`config.mk`:
```
export PLATFORM = sky130hd
export DESIGN_NAME = regfile_bypass
export DESIGN_NICKNAME = d
export VERILOG_FILES = /design/src/rtl/regfile_pkg.sv /design/src/rtl/regfile_read_port.sv /design/src/rtl/regfile_bypass.sv
export SDC_FILE = /design/constraint.sdc
export NUM_CORES = 2
export LEC_CHECK = 0
export CAP_MARGIN = 30
export CORE_MARGIN = 1.5
export CORE_UTILIZATION = 60
export DETAILED_ROUTE_END_ITERATION = 7
export GPL_ROUTABILITY_DRIVEN = 0
export MAX_ROUTING_LAYER = met4
export PLACE_DENSITY = 0.79
export SLEW_MARGIN = 20
export SYNTH_ARGS = -nofsm -noshare
export SYNTH_HDL_FRONTEND = slang
export SYNTH_HIERARCHICAL = 1
export SYNTH_SLANG_ARGS = --single-unit
```
`constraint.sdc`:
```
create_clock -name clock -period 2.8 [get_ports clock]
set_input_delay 0.28 -clock clock [delete_from_list [all_inputs] [get_ports clock]]
set_output_delay 0.28 -clock clock [all_outputs]
set_load 0.005 [all_outputs]
```
`src/rtl/regfile_pkg.sv`:
```
// Shared defaults for the register file with write bypass and busy scoreboard.
// Latency: not applicable (constants only).
// Backpressure: not applicable.
//
// Holds the default geometry and the encoding of the ZERO_REG parameter.
package regfile_pkg;

    localparam int DEF_WIDTH    = 32;
    localparam int DEF_DEPTH    = 32;
    localparam int DEF_NUM_READ = 2;

    // ZERO_REG encoding: ON hardwires register 0 to zero and never busy.
    localparam int ZERO_REG_OFF = 0;
    localparam int ZERO_REG_ON  = 1;

endpackage

```
`src/rtl/regfile_read_port.sv`:
```
// One read port: address mux plus zero-register, write bypass and busy-clear bypass.
// Latency: 0 cycles, purely combinational.
// Backpressure: none; the port is always ready.
//
// Ports:
//   addr        register address for this port
//   regs, busy  stored register contents and busy vector from the top
//   reset       active reset suppresses the bypass so stored values are returned
//   write_*     this cycle's writeback, forwarded when it targets addr
//   read_data   data for addr
//   read_busy   busy status for addr, with a same-cycle writeback clear applied
module regfile_read_port
    import regfile_pkg::*;
#(
    parameter int WIDTH    = DEF_WIDTH,
    parameter int DEPTH    = DEF_DEPTH,
    parameter int ZERO_REG = ZERO_REG_ON,
    parameter int ADDR_W   = $clog2(DEPTH)
)(
    input  logic [ADDR_W-1:0]             addr,
    input  logic [DEPTH-1:0][WIDTH-1:0]   regs,
    input  logic [DEPTH-1:0]              busy,
    input  logic                          reset,
    input  logic                          write_en,
    input  logic [ADDR_W-1:0]             write_addr,
    input  logic [WIDTH-1:0]              write_data,
    output logic [WIDTH-1:0]              read_data,
    output logic                          read_busy
);

    localparam bit HAS_ZERO = (ZERO_REG != ZERO_REG_OFF);

    logic is_zero;
    logic hit;

    assign is_zero = HAS_ZERO && (addr == '0);
    // Bypass is disabled while reset is held: the write will be discarded,
    // so forwarding it would show a value that never reaches storage.
    assign hit     = write_en && !reset && (write_addr == addr);

    always_comb begin
        read_data = regs[addr];
        read_busy = busy[addr];
        if (is_zero) begin
            read_data = '0;
            read_busy = 1'b0;
        end else if (hit) begin
            // The producer is writing back right now, so the hazard is
            // resolved this cycle. A same-cycle busy set is deliberately
            // not reflected here; it shows up from the next cycle.
            read_data = write_data;
            read_busy = 1'b0;
        end
    end

endmodule

```
`src/rtl/regfile_bypass.sv`:
```
// Multi-read-port register file with same-cycle write bypass and per-register busy scoreboard.
// Latency: reads 0 cycles (combinational); writes and busy sets land on the next rising edge.
// Backpressure: none; caller issues at most one write and one busy set per cycle.
//
// Ports:
//   clock, ctrl_reset                 clock and synchronous active-high reset
//   ctrl_writeEnable/writeReg         writeback: store data_writeReg, clear busy
//   data_writeReg                     writeback data
//   ctrl_busySet/busyReg              issue: mark a register as pending a write
//   ctrl_readReg                      NUM_READ packed read addresses
//   data_readReg, busy_readReg        NUM_READ packed read data and busy bits
//   busy_any                          OR of busy_readReg, decode stall hint
module regfile_bypass
    import regfile_pkg::*;
#(
    parameter int  WIDTH    = DEF_WIDTH,
    parameter int  DEPTH    = DEF_DEPTH,
    parameter int  NUM_READ = DEF_NUM_READ,
    parameter int  ZERO_REG = ZERO_REG_ON,
    localparam int ADDR_W   = $clog2(DEPTH)
)(
    input  logic                         clock,
    input  logic                         ctrl_reset,
    input  logic                         ctrl_writeEnable,
    input  logic [ADDR_W-1:0]            ctrl_writeReg,
    input  logic [WIDTH-1:0]             data_writeReg,
    input  logic                         ctrl_busySet,
    input  logic [ADDR_W-1:0]            ctrl_busyReg,
    input  logic [NUM_READ*ADDR_W-1:0]   ctrl_readReg,
    output logic [NUM_READ*WIDTH-1:0]    data_readReg,
    output logic [NUM_READ-1:0]          busy_readReg,
    output logic                         busy_any
);

    localparam bit HAS_ZERO = (ZERO_REG != ZERO_REG_OFF);

    logic [DEPTH-1:0][WIDTH-1:0] regs;
    logic [DEPTH-1:0]            busy;

    logic write_ok;
    logic set_ok;

    // Address 0 is read-only-zero when HAS_ZERO; drop writes and sets to it.
    assign write_ok = ctrl_writeEnable && !(HAS_ZERO && (ctrl_writeReg == '0));
    assign set_ok   = ctrl_busySet     && !(HAS_ZERO && (ctrl_busyReg  == '0));

    always_ff @(posedge clock) begin
        if (ctrl_reset) begin
            regs <= '0;
            busy <= '0;
        end else begin
            if (write_ok) begin
                regs[ctrl_writeReg] <= data_writeReg;
                busy[ctrl_writeReg] <= 1'b0;
            end
            // Placed after the clear so a new producer issuing on the same
            // register as a retiring one leaves the register busy.
            if (set_ok) begin
                busy[ctrl_busyReg] <= 1'b1;
            end
        end
    end

    for (genvar p = 0; p < NUM_READ; p++) begin : g_port
        regfile_read_port #(
            .WIDTH    (WIDTH),
            .DEPTH    (DEPTH),
            .ZERO_REG (ZERO_REG),
            .ADDR_W   (ADDR_W)
        ) u_port (
            .addr       (ctrl_readReg[p*ADDR_W +: ADDR_W]),
            .regs       (regs),
            .busy       (busy),
            .reset      (ctrl_reset),
            .write_en   (ctrl_writeEnable),
            .write_addr (ctrl_writeReg),
            .write_data (data_writeReg),
            .read_data  (data_readReg[p*WIDTH +: WIDTH]),
            .read_busy  (busy_readReg[p])
        );
    end

    assign busy_any = |busy_readReg;

endmodule

```
# Word-level counts from Yosys, hierarchy flattened
# Index checks and enable logic that the tools add are counted.
dict set report totals {
  register_bits 1056
  inputBits 56
  out_inout_bits 67
  wordCells 85
}
dict set report classes {
  n_lt_le_gt_ge 6
  n_eq_ne 2
  muxes 26
  bitwise_logic 3
  reduce_logical 15
}
# op n
set ops {}
lappend ops {{bitwise mux 1024 bit} 1}
lappend ops {{binary-select mux 32 bit (select 5 bit)} 2}
lappend ops {{2-to-1 mux 32 bit} 10}
lappend ops {{demux 32 bit (select 5 bit)} 1}
lappend ops {{bitwise AND 32 bit} 1}
lappend ops {{inverter 32 bit} 1}
lappend ops {{bitwise OR 32 bit} 1}
lappend ops {{< comparator 5 x 6 -> 1 bit (second input constant)} 4}
lappend ops {{logical NOT 5 bit} 4}
lappend ops {{binary-select mux 1 bit (select 5 bit)} 2}
lappend ops {{demux 1 bit (select 5 bit)} 2}
lappend ops {{equality test 5 bit} 2}
lappend ops {{greater-or-equal comparator 5 x 1 -> 1 bit (second input constant)} 2}
lappend ops {{2-to-1 mux 1 bit} 8}
lappend ops {{logical AND 1 bit} 7}
lappend ops {{logical NOT 1 bit} 3}
lappend ops {{OR reduction 2 bit} 1}

# Longest topological paths before layout
dict set report depth {
  ltp_word 10
  mapped_depth 10
  depth_no_buf 6
}

# Cells and area by module
# The synthesis kept the hierarchy.
# module n_inst cells_each area_per_inst_um2 seq_area_each_um2
set modules_own_cells {}
lappend modules_own_cells {regfile_bypass 1 3594 40030.9 21140.3}
lappend modules_own_cells {regfile_read_port 2 719 9053.7 0.0}

# Worst setup path after synthesis
# Ideal clock, no wire load.
dict set report synth_timing {
  kind {input to output}
  start {input ctrl_readReg[6]}
  end {output busy_any}
  t_arrival_ns 2.155
  t_required_ns 2.520
  slack_ns 0.365
  path_stages 8
  n_path_buf 3
  path_cell_list {buf_2 buf_4 buf_2 mux4_2 mux4_2 a22oi_1 nor2_1 or2_2}
}
dict set report synth_via {
  elab_chain_cells 5
  elab_cells_between_ends 8
  classes_between {eq/ne: 1; mux: 4; reduce/logical: 3}
}
# item line_no
set synth_rtl {}
lappend synth_rtl {{from (decl)} regfile_bypass.sv:29} ;# input logic [NUM_READ*ADDR_W-1:0] ctrl_readReg,
lappend synth_rtl {{binary-select mux 1 bit (select 5 bit) or equality test 5 bit (tied branches)} {regfile_read_port.sv:43, regfile_read_port.sv:39}}
lappend synth_rtl {{2-to-1 mux 1 bit (implied by the code) or logical AND 1 bit (tied branches)} {regfile_read_port.sv:43, regfile_read_port.sv:39}}
lappend synth_rtl {{2-to-1 mux 1 bit} regfile_read_port.sv:47} ;# end else if (hit) begin
lappend synth_rtl {{2-to-1 mux 1 bit (*)} regfile_read_port.sv:44} ;# if (is_zero) begin
lappend synth_rtl {{via busy_readReg[1]} regfile_bypass.sv:31} ;# output logic [NUM_READ-1:0] busy_readReg,
lappend synth_rtl {{OR reduction 2 bit (*)} regfile_bypass.sv:83} ;# assign busy_any = |busy_readReg;
lappend synth_rtl {{to (decl)} regfile_bypass.sv:32} ;# output logic busy_any
# Mark *: on every way through the listed nets, which the timed path passes. The rest lies on a longest branch. The select of a mux whose other input is x is not followed.

# Final worst setup path
dict set report layout_timing {
  start {register busy[31]}
  end {output busy_any}
}
dict set report layout_via {
  elab_chain_cells 5
  elab_cells_between_ends 9
  classes_between {mux: 8; reduce/logical: 1}
}
# item line_no
set layout_rtl {}
lappend layout_rtl {{from (decl)} regfile_bypass.sv:38} ;# logic [DEPTH-1:0] busy;
lappend layout_rtl {{from (signal assigned)} regfile_bypass.sv:50} ;# busy <= '0;
lappend layout_rtl {{from (signal, indexed assignment)} regfile_bypass.sv:54} ;# busy[ctrl_writeReg] <= 1'b0;
lappend layout_rtl {{from (signal, indexed assignment)} regfile_bypass.sv:59} ;# busy[ctrl_busyReg] <= 1'b1;
lappend layout_rtl {{binary-select mux 1 bit (select 5 bit)} regfile_read_port.sv:43} ;# read_busy = busy[addr];
lappend layout_rtl {{2-to-1 mux 1 bit (implied by the code)} regfile_read_port.sv:43}
lappend layout_rtl {{2-to-1 mux 1 bit} regfile_read_port.sv:47}
lappend layout_rtl {{2-to-1 mux 1 bit} regfile_read_port.sv:44}
lappend layout_rtl {{OR reduction 2 bit (*)} regfile_bypass.sv:83}
# Mark *: on every way between the ends. The rest lies on a longest branch, timed or not. The select of a mux whose other input is x is not followed.

==> results.json <==
{
  "status": "complete, but fails checks",
  "violations": "setup timing",
  "drt.antenna.violating_nets": 0,
  "syn_nets": 5088,
  "nFillCells": 6467,
  "r2r_cells": 2,
  "crit_buf_inv": 1,
  "area_growth_pct": 16.65,
  "die-width_um": 314.3,
  "die_h_um": 314.3,
  "hold_ws_ns": 0.2583,
  "layout-drive-gt1-share_pct": 27.29,
  "reg2reg_slack_ns": 1.99,
  "powerDensity_nw_per_um2": 502.3,
  "drtIter0Drc": 5676,
  "gr-total-overflow": 0,
  "slew_violations": 0,
  "coreArea_um2": 95440,
  "synth_top_flop_cell": "dfxtp_1",
  "ys_types": 59,
  "syn_inst": 5032,
  "grt_pass1_wl_um": 278700,
  "vias_per_cell": 6.798,
  "met1_usage_pct": 49.95,
  "finalHoldViolCount": 0,
  "start_util_pct": 60.92,
  "cp-end-kind": "primary output",
  "r2r-start": "regs[52]",
  "hold_path_class": "in -> reg",
  "wl_um": 187200,
  "cts_sinks": 1056,
  "cts_buffers": 109,
  "power_frac_clock_pct": 45.0,
  "worstMarginPinSlew_ns": 1.058,
  "path_class": "reg -> out",
  "cp.required_ns": 2.52,
  "cp_max_fo": 3,
  "num_rows": 113,
  "p_switching_w": 0.008420,
  "grt_util_met3_pct": 9.354,
  "gr-usage-all-layers_pct": 38.45,
  "r2r_end": "regs[52]",
  "avgSynthCellArea_um2": 11.55,
  "grt_pass1_vias": 44380,
  "htree_levels": 3,
  "max_slew_margin_pct": 29.46,
  "pwr-share-comb_pct": 10.4,
  "critical-path-slowest-cell": "mux4_2",
  "port_buffers": 122,
  "dr.pass1.iters": 8,
  "arrival_ns": 2.63,
  "io_pins": 123,
  "clk-insertion-delay-late_ns": 0.69,
  "clockBufferDepth": 3,
  "finalSetupViolCount": 4,
  "critPathMaxStageDelay_ns": 0.49,
  "ys_async_sr_fraction_pct": 0,
  "cts_tree": "yes",
  "power_frac_seq_pct": 44.7,
  "holdPathStages": 3,
  "path_cells": "mux4_2, mux4_2, a22oi_2, nor2_2, or2_4, buf_6",
  "rsz0062_at_grt": "true",
  "setup_ws_ns": -0.1108,
  "dpl.hpwl_um": 117900,
  "grt_max_degree": 278,
  "use_met2_pct": 55.77,
  "peakVddDrop_uv": 546.6,
  "fin_crit_ns": 2.911,
  "finClkSkew_ns": 0,
  "crit_top_cell": "mux4_2",
  "final.period_utilization_pct": 104.0,
  "synth_edf_count": 0,
  "synth_warnings": 6,
  "finalInstanceArea_um2": 67820,
  "worstHoldStart": "data_writeReg[10]",
  "leakage_nw": 30.90,
  "dieArea_um2": 98770,
  "synth_top_cells_by_area": "dfxtp_1, mux2i_1, mux4_2",
  "avgRoutedWirePerCell_um": 28.67,
  "yosys.area.top_type_share_pct": 36.36,
  "busiest_layer": "met2",
  "fin_nets": 5228,
  "cpLargestDelayFamily": "multiplexers",
  "drv_cap": 0,
  "routed-via-count": 44380,
  "place_area_um2": 63110,
  "path_clk_slew_ns": 0.06,
  "drc": 0,
  "p_sw_share_pct": 24.72,
  "synth_seq_cells": 1056,
  "min_to": "regs[42]",
  "yosys.area.top_type": "dfxtp_1",
  "intPower_w": 0.02565,
  "antenna_found_initial": 7,
  "synth_seq_area_share_pct": 36.36,
  "max_freq_ghz": 0.3436,
  "startpoint_type": "flop",
  "syn_area_um2": 58140,
  "cts-root-buf": "clkbuf_16"
}
[placed cells by master (no fill, tap or decap), types with 10 or more instances in the layout]
| cell | n |
|---|---|
| a32oi_1 | 23 |
| nand3_1 | 38 |
| mux2i_2 | 24 |
| o211a_1 | 18 |
| buf_12 | 111 |
| clkbuf_16 | 113 |
| mux4_2 | 500 |
| clkdlybuf4s15_1 | 15 |
| buf_6 | 15 |
| nand2_1 | 76 |
| a21oi_1 | 46 |
| a22oi_1 | 48 |
| dfxtp_1 | 1009 |
| buf_4 | 311 |
| a22oi_2 | 38 |
| a221o_1 | 10 |
| and2_1 | 18 |
| buf_2 | 14 |
| clkinv_2 | 20 |
| o2bb2ai_1 | 30 |
| clkbuf_8 | 25 |
| dlygate4sd2_1 | 30 |
| bufinv_16 | 10 |
| clkbuf_1 | 18 |
| mux2i_4 | 10 |
| nor2_1 | 37 |
| mux2i_1 | 1100 |
| o21ai_0 | 48 |
| nand2b_1 | 1000 |
| dfxtp_2 | 47 |
| nor2b_1 | 78 |
| nand4_1 | 11 |
| mux2_4 | 12 |
| o211ai_1 | 50 |
| mux2_2 | 48 |
| nand2_4 | 30 |
| clkdlybuf4s50_1 | 38 |
[worst min-delay path, delay by kind of cell]
| kind | cells | cell delay, ns |
|---|---|---|
| simple gates | 1 | 0.10 |
| buf+inv | 1 | 0.47 |
| compound gates | 1 | 0.06 |
[cell usage after synthesis (5+ instances only)]
cell type / number
nor3_1: 7
a221o_1: 10
clkbuf_1: 302
and2_1: 19
a21oi_1: 56
nand4b_1: 6
buf_6: 26
o22a_1: 6
nand3_1: 40
nor2_1: 44
o211a_1: 18
buf_2: 116
a22oi_1: 86
nand4_1: 11
nor2b_1: 80
a31oi_1: 8
mux2i_1: 1134
buf_4: 83
a211oi_1: 8
a32oi_1: 24
dfxtp_1: 1056
mux2_2: 60
o21ai_0: 54
nand2b_1: 1001
xnor2_1: 10
nand2_1: 94
nand3b_1: 5
o2bb2ai_1: 30
nand2_2: 19
o211ai_1: 50
mux4_2: 500
nor3b_1: 6
o22ai_1: 6
[power groups by stage]
stage	Sequential, W	Clock [W]	Combinational (W)
after floorplan	0.0155	0	0.00196
after global placement	0.0155	0	0.00333
after detailed placement	0.0155	0	0.00335
after CTS	0.0152	0.0153	0.00341
after global routing	0.0152	0.0160	0.00362
final	0.0152	0.0153	0.00353
[through the flow]
step | setup slack (ns) | instances | power, W | setup TNS, ns | utilization, %
5_1_grt | -0.1564 | 6529 | 0.03482 | -0.3841 | 71.06
3_3_place_gp | -0.9061 | 6307 | 0.01886 | -19.68 | 66.12
6_report | -0.1108 | 6529 | 0.03407 | -0.1754 | 71.06
3_5_place_dp | -0.4248 | 6307 | 0.01889 | -15.38 | 66.13
2_1_floorplan | 0.3647 | 5032 | 0.01748 | 0 | -
4_1_cts | -0.1269 | 6514 | 0.03396 | -0.1958 | 70.71
[registers in the layout, summed over array words and instances, names as in the netlist]
signal and cells:
busy 32, regs 1024
[area by class of cell]
type,count,area [um^2],area share (%)
clock buffer,156,3239,4.777
sequential,1056,21200,31.26
tap,1265,1583,2.334
clock inverter,42,508.0,0.7491
inverter,1,3.754,0.005535
timing repair buffer,562,6033,8.896
antenna,5,12.51,0.01845
multi-input combinational,3442,35240,51.96
[metal layers]
metal  routed length [um]  vias to the layer above  part of all wire [%]
li1                     -                    18650                     -
met1                71410                    22330                    38
met2                83470                     2707                    45
met3                21930                      703                    12
met4                10370                        0                   5.5
met5                    0                        -                     0
[timing repair]
| item | CTS | global route |
|---|---|---|
| endpoints found under the setup margin | 67 | 42 |
| buffers inserted | 7 | 11 |
| hold buffers | 1 | 0 |
| pin swaps | 92 | 59 |
| cloned | 3 | 0 |
| endpoints found under the hold margin | 8 | 0 |
| resized for setup | 282 | 103 |
[how the worst max path moves through the flow]
stage	start	endpoint	slack [ns]	cells after the start
3_5_place_dp	ctrl_writeReg[0]	data_readReg[46]	-0.42	8
3_3_place_gp	ctrl_writeReg[0]	data_readReg[46]	-0.91	8
2_1_floorplan	ctrl_readReg[6]	busy_any	0.36	8
6_report	busy[31]	busy_any	-0.11	6
4_1_cts	busy[31]	busy_any	-0.13	6
5_1_grt	busy[31]	busy_any	-0.16	6
[kinds of logic after synthesis]
family,synth area share [%]
DFF,36.36
buffers and inverters,4.608
muxes,40.06
and+or+nand+nor,14.21
AOI/OAI and AO/OA,4.616
xor gates and xnor gates,0.1506
(Power assumes the default switching activity.)
